**src/rtl/alu_sched_pkg.sv**
```systemverilog
// Shared types and constants for the round-robin ALU scheduler and its 4-bit ALU datapath.
package alu_sched_pkg;

  localparam int OPND_W = 4;
  localparam int OP_W   = 3;
  localparam int RES_W  = 8;

  localparam logic [OP_W-1:0] OP_ADD     = 3'b000;
  localparam logic [OP_W-1:0] OP_SUB     = 3'b001;
  localparam logic [OP_W-1:0] OP_MUL     = 3'b010;
  localparam logic [OP_W-1:0] OP_AND     = 3'b011;
  localparam logic [OP_W-1:0] OP_OR      = 3'b100;
  localparam logic [OP_W-1:0] OP_XOR     = 3'b101;
  localparam logic [OP_W-1:0] OP_ERR_MIN = 3'b110;

  localparam logic [1:0] IDLE = 2'd0;
  localparam logic [1:0] EXEC = 2'd1;
  localparam logic [1:0] RESP = 2'd2;

  typedef struct packed {
    logic [OPND_W-1:0] a;
    logic [OPND_W-1:0] b;
    logic [OP_W-1:0]   op;
  } opnd_t;

  // Increment modulo n, for round-robin pointer advance.
  function automatic int unsigned wrap_inc(input int unsigned v, input int unsigned n);
    return (v + 1 >= n) ? 0 : v + 1;
  endfunction

endpackage

```
**src/rtl/alu_rr_pick.sv**
```systemverilog
// Combinational round-robin picker: first valid lane at or after ptr, wrapping modulo NUM_REQ.
module alu_rr_pick #(
  parameter int NUM_REQ = 4,
  parameter int ID_W    = 2
) (
  input  logic [NUM_REQ-1:0] req_valid,
  input  logic [ID_W-1:0]    ptr,
  output logic [NUM_REQ-1:0] grant,
  output logic [ID_W-1:0]    idx,
  output logic               any_valid
);

  logic [2*NUM_REQ-1:0] dbl;
  logic [NUM_REQ-1:0]   rot;
  int                   off;
  int                   sum;

  // Rotate so that bit 0 of rot is lane ptr; a priority search from bit 0 is then round-robin.
  assign dbl = {req_valid, req_valid} >> ptr;
  assign rot = dbl[NUM_REQ-1:0];

  always_comb begin
    off       = 0;
    any_valid = 1'b0;
    for (int i = NUM_REQ - 1; i >= 0; i--) begin
      if (rot[i]) begin
        off       = i;
        any_valid = 1'b1;
      end
    end
    sum = int'(ptr) + off;
    if (sum >= NUM_REQ) sum = sum - NUM_REQ;
    idx = ID_W'(sum);
  end

  always_comb begin
    grant = '0;
    for (int j = 0; j < NUM_REQ; j++) begin
      grant[j] = any_valid && (idx == ID_W'(j));
    end
  end

endmodule

```
**src/rtl/simple_alu_4_bit.sv**
```systemverilog
// Combinational 4-bit ALU with 8-bit result; unsupported opcodes produce zero.
module simple_alu_4_bit
  import alu_sched_pkg::*;
(
  input  logic [OPND_W-1:0] a,
  input  logic [OPND_W-1:0] b,
  input  logic [OP_W-1:0]   op_code,
  output logic [RES_W-1:0]  alu_out
);

  logic [RES_W-1:0] a_ext;
  logic [RES_W-1:0] b_ext;

  assign a_ext = {{(RES_W-OPND_W){1'b0}}, a};
  assign b_ext = {{(RES_W-OPND_W){1'b0}}, b};

  // NOTE: every output of a combinational block gets a default first, so no path can infer a latch.
  always_comb begin
    alu_out = '0;
    case (op_code)
      OP_ADD:  alu_out = a_ext + b_ext;
      OP_SUB:  alu_out = a_ext - b_ext;
      OP_MUL:  alu_out = a_ext * b_ext;
      OP_AND:  alu_out = a_ext & b_ext;
      OP_OR:   alu_out = a_ext | b_ext;
      OP_XOR:  alu_out = a_ext ^ b_ext;
      default: alu_out = '0;
    endcase
  end

endmodule

```
**src/rtl/alu_rr_scheduler.sv**
```systemverilog
// Round-robin scheduler sharing one simple_alu_4_bit between NUM_REQ requesters.
// Optional per-lane saturating grant counters are enabled with `define ALU_GNT_CNT_EN.
module alu_rr_scheduler
  import alu_sched_pkg::*;
#(
  parameter int NUM_REQ = 4,
  parameter int ID_W    = 2
) (
  input  logic                      clk,
  input  logic                      rst,
  input  logic [NUM_REQ-1:0]        req_valid,
  output logic [NUM_REQ-1:0]        req_ready,
  input  logic [NUM_REQ*OPND_W-1:0] req_a,
  input  logic [NUM_REQ*OPND_W-1:0] req_b,
  input  logic [NUM_REQ*OP_W-1:0]   req_op,
  output logic                      rsp_valid,
  input  logic                      rsp_ready,
  output logic [RES_W-1:0]          rsp_data,
  output logic [ID_W-1:0]           rsp_id,
  output logic                      rsp_err,
  output logic                      busy
`ifdef ALU_GNT_CNT_EN
  ,
  output logic [NUM_REQ*8-1:0]      gnt_cnt
`endif
);

  logic [1:0]        state_q, state_d;
  logic [ID_W-1:0]   ptr_q, ptr_d;
  opnd_t             opnd_q, opnd_d;
  logic [ID_W-1:0]   idx_q, idx_d;
  logic              rsp_valid_q, rsp_valid_d;
  logic [RES_W-1:0]  rsp_data_q, rsp_data_d;
  logic [ID_W-1:0]   rsp_id_q, rsp_id_d;
  logic              rsp_err_q, rsp_err_d;

  logic [NUM_REQ-1:0] pick_grant;
  logic [ID_W-1:0]    pick_idx;
  logic               pick_any;
  logic               accept;
  logic [OPND_W-1:0]  sel_a;
  logic [OPND_W-1:0]  sel_b;
  logic [OP_W-1:0]    sel_op;
  logic [RES_W-1:0]   alu_out;

  alu_rr_pick #(
    .NUM_REQ (NUM_REQ),
    .ID_W    (ID_W)
  ) u_pick (
    .req_valid (req_valid),
    .ptr       (ptr_q),
    .grant     (pick_grant),
    .idx       (pick_idx),
    .any_valid (pick_any)
  );

  simple_alu_4_bit u_alu (
    .a       (opnd_q.a),
    .b       (opnd_q.b),
    .op_code (opnd_q.op),
    .alu_out (alu_out)
  );

  // A grant is only offered in IDLE and never while reset is held, so no request is consumed then lost.
  assign accept    = (state_q == IDLE) && pick_any && !rst;
  assign req_ready = accept ? pick_grant : '0;
  assign busy      = (state_q == EXEC) || (state_q == RESP);

  assign rsp_valid = rsp_valid_q;
  assign rsp_data  = rsp_data_q;
  assign rsp_id    = rsp_id_q;
  assign rsp_err   = rsp_err_q;

  always_comb begin
    sel_a  = '0;
    sel_b  = '0;
    sel_op = '0;
    for (int i = 0; i < NUM_REQ; i++) begin
      if (pick_idx == ID_W'(i)) begin
        sel_a  = req_a[i*OPND_W +: OPND_W];
        sel_b  = req_b[i*OPND_W +: OPND_W];
        sel_op = req_op[i*OP_W +: OP_W];
      end
    end
  end

  always_comb begin
    state_d     = state_q;
    ptr_d       = ptr_q;
    opnd_d      = opnd_q;
    idx_d       = idx_q;
    rsp_valid_d = rsp_valid_q;
    rsp_data_d  = rsp_data_q;
    rsp_id_d    = rsp_id_q;
    rsp_err_d   = rsp_err_q;
    case (state_q)
      IDLE: begin
        if (pick_any) begin
          opnd_d  = '{a: sel_a, b: sel_b, op: sel_op};
          idx_d   = pick_idx;
          state_d = EXEC;
        end
      end
      EXEC: begin
        rsp_data_d  = alu_out;
        rsp_id_d    = idx_q;
        rsp_err_d   = (opnd_q.op >= OP_ERR_MIN);
        rsp_valid_d = 1'b1;
        state_d     = RESP;
      end
      RESP: begin
        if (rsp_ready) begin
          rsp_valid_d = 1'b0;
          ptr_d       = ID_W'(wrap_inc(32'(rsp_id_q), NUM_REQ));
          state_d     = IDLE;
        end
      end
      default: state_d = IDLE;
    endcase
  end

  // NOTE: sequential state uses non-blocking assignments so every flop samples pre-edge values.
  always_ff @(posedge clk) begin
    if (rst) begin
      state_q     <= IDLE;
      ptr_q       <= '0;
      rsp_valid_q <= 1'b0;
      rsp_data_q  <= '0;
      rsp_id_q    <= '0;
      rsp_err_q   <= 1'b0;
    end else begin
      state_q     <= state_d;
      ptr_q       <= ptr_d;
      rsp_valid_q <= rsp_valid_d;
      rsp_data_q  <= rsp_data_d;
      rsp_id_q    <= rsp_id_d;
      rsp_err_q   <= rsp_err_d;
    end
  end

  // NOTE: the operand register needs no reset; it is always written in IDLE before EXEC reads it.
  always_ff @(posedge clk) begin
    opnd_q <= opnd_d;
    idx_q  <= idx_d;
  end

`ifdef ALU_GNT_CNT_EN
  logic [7:0] cnt_q [NUM_REQ];
  logic [7:0] cnt_d [NUM_REQ];

  always_comb begin
    cnt_d = cnt_q;
    for (int i = 0; i < NUM_REQ; i++) begin
      if (accept && (pick_idx == ID_W'(i)) && (cnt_q[i] != 8'hFF)) begin
        cnt_d[i] = cnt_q[i] + 8'd1;
      end
    end
  end

  always_ff @(posedge clk) begin
    if (rst) begin
      for (int i = 0; i < NUM_REQ; i++) cnt_q[i] <= '0;
    end else begin
      cnt_q <= cnt_d;
    end
  end

  always_comb begin
    gnt_cnt = '0;
    for (int i = 0; i < NUM_REQ; i++) gnt_cnt[i*8 +: 8] = cnt_q[i];
  end
`endif

endmodule

```
**config.mk**
```make
export PLATFORM = sky130hd
export DESIGN_NAME = alu_rr_scheduler
export DESIGN_NICKNAME = d
export VERILOG_FILES = /design/src/rtl/alu_sched_pkg.sv /design/src/rtl/alu_rr_pick.sv /design/src/rtl/simple_alu_4_bit.sv /design/src/rtl/alu_rr_scheduler.sv
export SDC_FILE = /design/constraint.sdc
export NUM_CORES = 1
export LEC_CHECK = 0
export CORE_MARGIN = 2
export CORE_UTILIZATION = 53
export CTS_BUF_LIST = sky130_fd_sc_hd__clkbuf_16
export DETAILED_ROUTE_END_ITERATION = 16
export GPL_TIMING_DRIVEN = 0
export PLACE_DENSITY = 0.87
export SLEW_MARGIN = 20
export SYNTH_ARGS = -nofsm -noshare
export SYNTH_HDL_FRONTEND = slang
export SYNTH_SLANG_ARGS = --single-unit
```
**constraint.sdc**
```tcl
create_clock -name clk -period 8.3 [get_ports clk]
set_input_delay 1.245 -clock clk [delete_from_list [all_inputs] [get_ports clk]]
set_output_delay 1.245 -clock clk [all_outputs]
set_load 0.005 [all_outputs]
```
==> key figures, run 1 <==
Timing
  – Fmax: around 180 MHz
  – Max_slew headroom: 63.5%
  – Setup TNS: 0 ps
  – Final Setup Violations: 0
  – Slew of the pin with the lowest slew margin: 548 ps
  – Crit path time final: 5540 ps
  – RSZ-0062 raised after global routing: no
  – Hold Vio Cnt, Final: 0
  – Clock skew: 5.67 ps
  – Period utilization: roughly 67%
  – Fin. max-slew vios: 0

Logic synthesis
  – Synth top area cells: edfxtp_1 (15%), ha_1 (15%), dfxtp_1 (13%)
  – Post-synthesis compound-gate area fraction: about 14%
  – Top-count cell post-synth: nor2_1
  – Most used DFF post-synth: dfxtp_1
  – Post-synthesis mux area share: 14.5%
  – Adder-cell area share of the yosys netlist: about a fifth
  – Avg Cell Area, Syn: 9.83 um^2
  – Cell Area, Synth: approximately 0.0025 mm^2
  – Post-synthesis xor/xnor area fraction: 3.49%
  – Ys async rst share: 0%
  – Syn Inst Count: around 260
  – Register area share after synthesis: approximately 28%
  – Netlist cell types: 48
  – Mapped Nets: 346
  – EDFF count, synth: 13
  – Simple-Gate Fraction of Synth Area: between 10% and 20%
  – Yosys warns: 0
  – Synthesized flop and latch total: 29
  – Post-synth top cells: nor2_1 (38), ha_1 (30), inv_1 (24)
  – Largest family of logic cells by synthesized area: adder cells
  – Synth area leader: edfxtp_1
  – Post-synth top area share: between 15 and 20%

Worst setup path
  – CP Class: in -> out
  – Worst-path fanout max: 10
  – Crit path required time: approximately 7000 ps
  – Arrival @ worst endpoint: ~4300 ps
  – Critical path endpoint category: output port
  – Worst R2R Start: opnd_q[8]$_DFFE_PP_
  – Type of origin of the critical path: input port
  – Crit path from: req_valid[1]

Hold path
  – Launch point of the worst hold path: rsp_data[1]$_SDFFE_PP0P_
  – Hold Path Class: reg -> reg

Cells and area
  – Share of cells above drive strength 1: between 5 and 6%
  – Non-filler cells in the finished layout: slightly below 400
  – Area Growth Syn to Fin: 34.9%
  – NumNets Final: 419
  – # diodes: 0
  – Fillers: 335

Clock network
  – Setup Buffers After CTS: 0
  – Clock Tree Buf Depth: 2
  – Cts bufs inserted: 5
  – Post_cts resized: 0
  – Hold-fix buffers at CTS: 0
  – Clock sink count: 29
  – Clk_lat worst skew: around 270 ps
  – H-Tree Depth: 2
  – Clk pin slew, worst setup/hold paths: about 50 ps
  – CTS Root Cell: clkbuf_16
  – TritonCTS clock tree: done

Drt
  – Routed WL: about 6 mm
  – Via density: ~5.7
  – Initial DRC Count: 146
  – Drt pass-1 iters: 4
  – ANT nets after route: 0
  – Residual DRC count: 0
  – Via count: about 2200
  – Wire per inst: 15.4 um

Flow run
  – Max cap viols: 0

Power
  – Peak VDD IR: about 0.13 mV
  – Switching power: 259 uW
  – Reg power frac: between 20% and 30%
  – Switching part of the total power: a little over a third
  – LEAKAGE: between 1 and 1.5 nW
  – Comb power frac: about 47%
  – Cell-internal power: ~480 uW
  – Clock network fraction of design power: 25.2%
  – PwrDens: 214 mW/mm^2

Die
  – Io pins: 68
  – Die height: 73.3 um
  – Site Rows: 25
  – Die ar.: 0.00537 mm^2
  – Core Region: 0.00466 mm^2
  – Die Wd: 73.3 um
  – Starting density of the core: ~55%

Global routing
  – First-pass GRT wire length: a little under 10 mm
  – Grt total ovfl: 0
  – Largest net degree at the start of global routing: 14
  – Antenna violations before repair: 0
  – Vias in the first global route: between 2000 and 2500
  – GR Util All Layers: a little under a quarter

Placement
  – IO Port Bufs: 66
  – Gpl congestion: between 0.9 and 1
  – DP Cell Count: around 380
  – HPWL Detailed: ~4.8 mm

Run status
  – Status: finished clean
[cell type report]
type	instances	area, um^2	area share [%]
sequential	29	711	20.7
timing repair buffer	66	661	19.2
clock buffer	6	150	4.37
clock inverter	2	8.76	0.255
inverter	24	90.1	2.62
tap	54	67.6	1.97
buffer	13	67.6	1.97
multi-input combinational	193	1680	48.9
[worst paths after layout]
kind	cells after the start	slack (ps)	endpoint
hold reg to reg	2	480	rsp_data[1]$_SDFFE_PP0P_
setup / recovery	10	2760	req_ready[0]
setup reg to reg	11	5110	rsp_data[6]$_SDFFE_PP0P_
hold / removal	2	480	rsp_data[1]$_SDFFE_PP0P_
[stage by stage]
step / power (mW) / area [um^2] / setup slack [ps] / utilization (%) / hold WS (ps)
final: 0.735 / 3430 / 2760 / 73.6 / 477
after global routing: 0.790 / 3430 / 2610 / 73.6 / 520
after CTS: 0.737 / 3430 / 2750 / 73.6 / 480
after detailed placement: 0.548 / 3270 / 2750 / 70.2 / 471
after global placement: 0.535 / 3270 / 2770 / 70.2 / 466
after floorplan: 0.435 / 2540 / 3990 / - / 457
[power groups by stage]
stage / logic, mW / clock network (mW) / registers [mW]
final: 0.347 / 0.185 / 0.203
after global routing: 0.390 / 0.195 / 0.206
after CTS: 0.348 / 0.187 / 0.202
after detailed placement: 0.344 / 0 / 0.205
after global placement: 0.331 / 0 / 0.204
after floorplan: 0.236 / 0 / 0.199
[layer usage]
| metal | track usage [%] | share of wire (%) | vias up |
|---|---|---|---|
| met2 | 42.6 | 51 | 84 |
| met5 | 0 | 0 | - |
| met1 | 29.0 | 41 | 1023 |
| met4 | 8.08 | 2.2 | 0 |
| met3 | 4.39 | 5.1 | 13 |
| li1 | - | - | 1088 |
[critical path, cell delays in order]
cell and delay, ps:
clkdlybuf4s50_1 610, nor2_1 90, or4_2 530, o2111ai_1 90, ha_1 190, xor2_1 360
xnor2_4 170, buf_6 170, nor4_1 250, clkdlybuf4s50_1 580
[logic make-up after synthesis]
family,Yosys count
simple gates,77
compound gates,53
buf+inv,37
fa+ha+maj,36
flops,29
mux,19
xor+xnor,8
[layout by cell type (no fill, tap or decap), types with 8 or more instances in the layout]
cell / netlist / layout
nor2_1: 38 / 38
ha_1: 30 / 30
edfxtp_1: 13 / 13
o21ai_0: 10 / 10
inv_1: 24 / 25
clkdlybuf4s50_1: 0 / 66
mux2i_1: 8 / 8
nand2_1: 15 / 15
mux4_1: 11 / 11
dfxtp_1: 16 / 16
a21oi_1: 18 / 18
[registers in the layout, summed over array words and instances, names as in the netlist]
register   cells
ptr_q          2
idx_q          2
opnd_q        11
rsp_data       8
rsp_id         2
rsp_valid      1
rsp_err        1
state_q        2
No activity file was read; power rests on OpenSTA's default activity.
==> run 2: changes to the inputs <==
CORE_UTILIZATION = 45   (was 53)
PLACE_DENSITY = 0.79   (was 0.87)
clock period = 4.9 ns   (was 8.3 ns; I/O delays follow)
==> key figures, run 2 (same netlist as run 1, synthesis figures left out) <==
Timing
  – Period utilization: ~90%
  – Hold Vio Cnt, Final: 0
  – Fin. max-slew vios: 0
  – Min Hold Slack: around 480 ps
  – Min setup slack post-route: ~380 ps
  – Max_slew headroom: between 60% and 70%
  – Clock skew: about 3.8 ps
  – Setup TNS: 0 ps
  – RSZ-0062 raised after global routing: no
  – Final Setup Violations: 0
  – Crit path time final: around 4500 ps
  – Fmax: 221 MHz
  – Slew of the pin with the lowest slew margin: between 500 and 600 ps

Cells and area
  – Reg with most FFs: opnd_q
  – Share of cells above drive strength 1: under 10%
  – Max reg flops: 11
  – Area Growth Syn to Fin: 34.9%
  – Commonest non-fill, non-tap cell in the layout: clkdlybuf4s50_1
  – Layout Utilization: 62.7%
  – Most frequent cells in the layout: clkdlybuf4s50_1 (66), nor2_1 (38), ha_1 (30)
  – NumNets Final: around 420
  – # diodes: 0
  – Finished Cell Area: approximately 0.0034 mm^2

Worst setup path
  – Critical path endpoint category: output port
  – Crit path cell chain: clkdlybuf4s50_1, nor2_1, or4_2, o2111ai_1, ha_1, clkbuf_1, clkbuf_1, and3_2, clkdlybuf4s50_1
  – Arrival @ worst endpoint: 3790 ps
  – Crit path required time: between 4000 and 5000 ps
  – CP max stage delay: 620 ps
  – Worst-path fanout max: 10
  – Slowest cell on the critical path: clkdlybuf4s50_1
  – Type of origin of the critical path: input port
  – CP Class: in -> out

Drt
  – Wire per inst: 13.3 um
  – ANT nets after route: 0
  – Residual DRC count: 0
  – Initial DRC Count: ~120
  – Via density: around 5.3
  – Via count: roughly 2100
  – Routed WL: 5.37 mm
  – Drt pass-1 iters: 4

Flow run
  – Max cap viols: 0

Clock network
  – H-Tree Depth: 2
  – Cts bufs inserted: 5
  – Clk_lat worst skew: 270 ps
  – Hold-fix buffers at CTS: 0
  – Clock Tree Buf Depth: 2
  – Setup Buffers After CTS: 0
  – Clock sink count: 29
  – CTS Root Cell: clkbuf_16
  – Post_cts resized: 0
  – TritonCTS clock tree: done
  – Clk pin slew, worst setup/hold paths: 40 ps

Global routing
  – Vias in the first global route: 1958
  – Antenna violations before repair: 0
  – GR Util All Layers: between 10% and 20%
  – First-pass GRT wire length: 8.91 mm
  – Grt total ovfl: 0
  – Largest net degree at the start of global routing: 14

Placement
  – Placed cell areas: around 0.0033 mm^2
  – Post-Place Worst Slack: about 340 ps
  – HPWL Detailed: approximately 4.4 mm
  – IO Port Bufs: 66
  – Gpl congestion: approximately 0.96

Die
  – Site Rows: 27
  – Die ar.: 0.00627 mm^2
  – Die Wd: slightly below 80 um
  – Io pins: 68
  – Die height: 79.2 um
  – Core Region: 0.00547 mm^2
  – Starting density of the core: between 40 and 50%

Power
  – Reg power frac: between 20 and 30%
  – PwrDens: between 300 and 400 mW/mm^2
  – Comb power frac: between 40% and 50%
  – Peak VDD IR: 0.181 mV
  – Switching power: around 420 uW
  – LEAKAGE: about 1.4 nW
  – Clock network fraction of design power: 23.2%
  – Cell-internal power: approximately 770 uW
  – Switching part of the total power: between 30% and 40%

Run status
  – Status: finished clean

Hold path
  – Hold Path Class: reg -> reg
[run 2: cell count changes in the layout (fill, tap and decap cells not counted)]
cell / previous run / this run
clkbuf_16: 6 / 5
clkinv_1: 0 / 1
clkinv_2: 1 / 0
inv_1: 25 / 26
[run 2: worst paths after layout]
check / slack (ps) / cells past startpoint / from / endpoint
setup / recovery: 380 / 9 / req_valid[1] / req_ready[3]
hold / removal: 480 / 2 / rsp_data[1]$_SDFFE_PP0P_ / rsp_data[1]$_SDFFE_PP0P_
setup reg to reg: 1730 / 11 / opnd_q[8]$_DFFE_PP_ / rsp_data[6]$_SDFFE_PP0P_
hold reg to reg: 480 / 2 / rsp_data[1]$_SDFFE_PP0P_ / rsp_data[1]$_SDFFE_PP0P_
[run 2: layout make-up]
| class | count | area, um^2 |
|---|---|---|
| fillers | 460 | 2040 |
| clock buffers | 5 | 125 |
| inverters | 24 | 90.1 |
| flip-flops and latches | 29 | 711 |
| clock inverters | 3 | 11.3 |
| multi-input cells | 193 | 1680 |
| repair buffers | 66 | 661 |
| plain buffers | 13 | 67.6 |
| well taps | 72 | 90.1 |
[run 2: worst max-delay path, delay by kind of cell]
family,cells,cell delay [ps]
simple gates,3,930
compound gates,1,100
fa+ha+maj,1,160
buf+inv,4,1860
[run 2: metal layers]
metal,GRT usage (%),wire [um]
met1,24.7,2420
met3,4.09,289
met4,4.14,55
met5,0,0
met2,29.8,2600
[run 2: stage by stage]
step,instances,power (mW)
after global routing,405,1.29
final,405,1.19
after floorplan,259,0.737
after CTS,405,1.20
after global placement,397,0.905
after detailed placement,397,0.921
[run 2: power by group through the flow]
stage | sequential (mW) | clock, mW | combinational, mW
2_1_floorplan | 0.338 | 0 | 0.399
3_3_place_gp | 0.347 | 0 | 0.558
3_5_place_dp | 0.348 | 0 | 0.573
4_1_cts | 0.344 | 0.280 | 0.578
5_1_grt | 0.349 | 0.296 | 0.643
6_report | 0.344 | 0.276 | 0.569
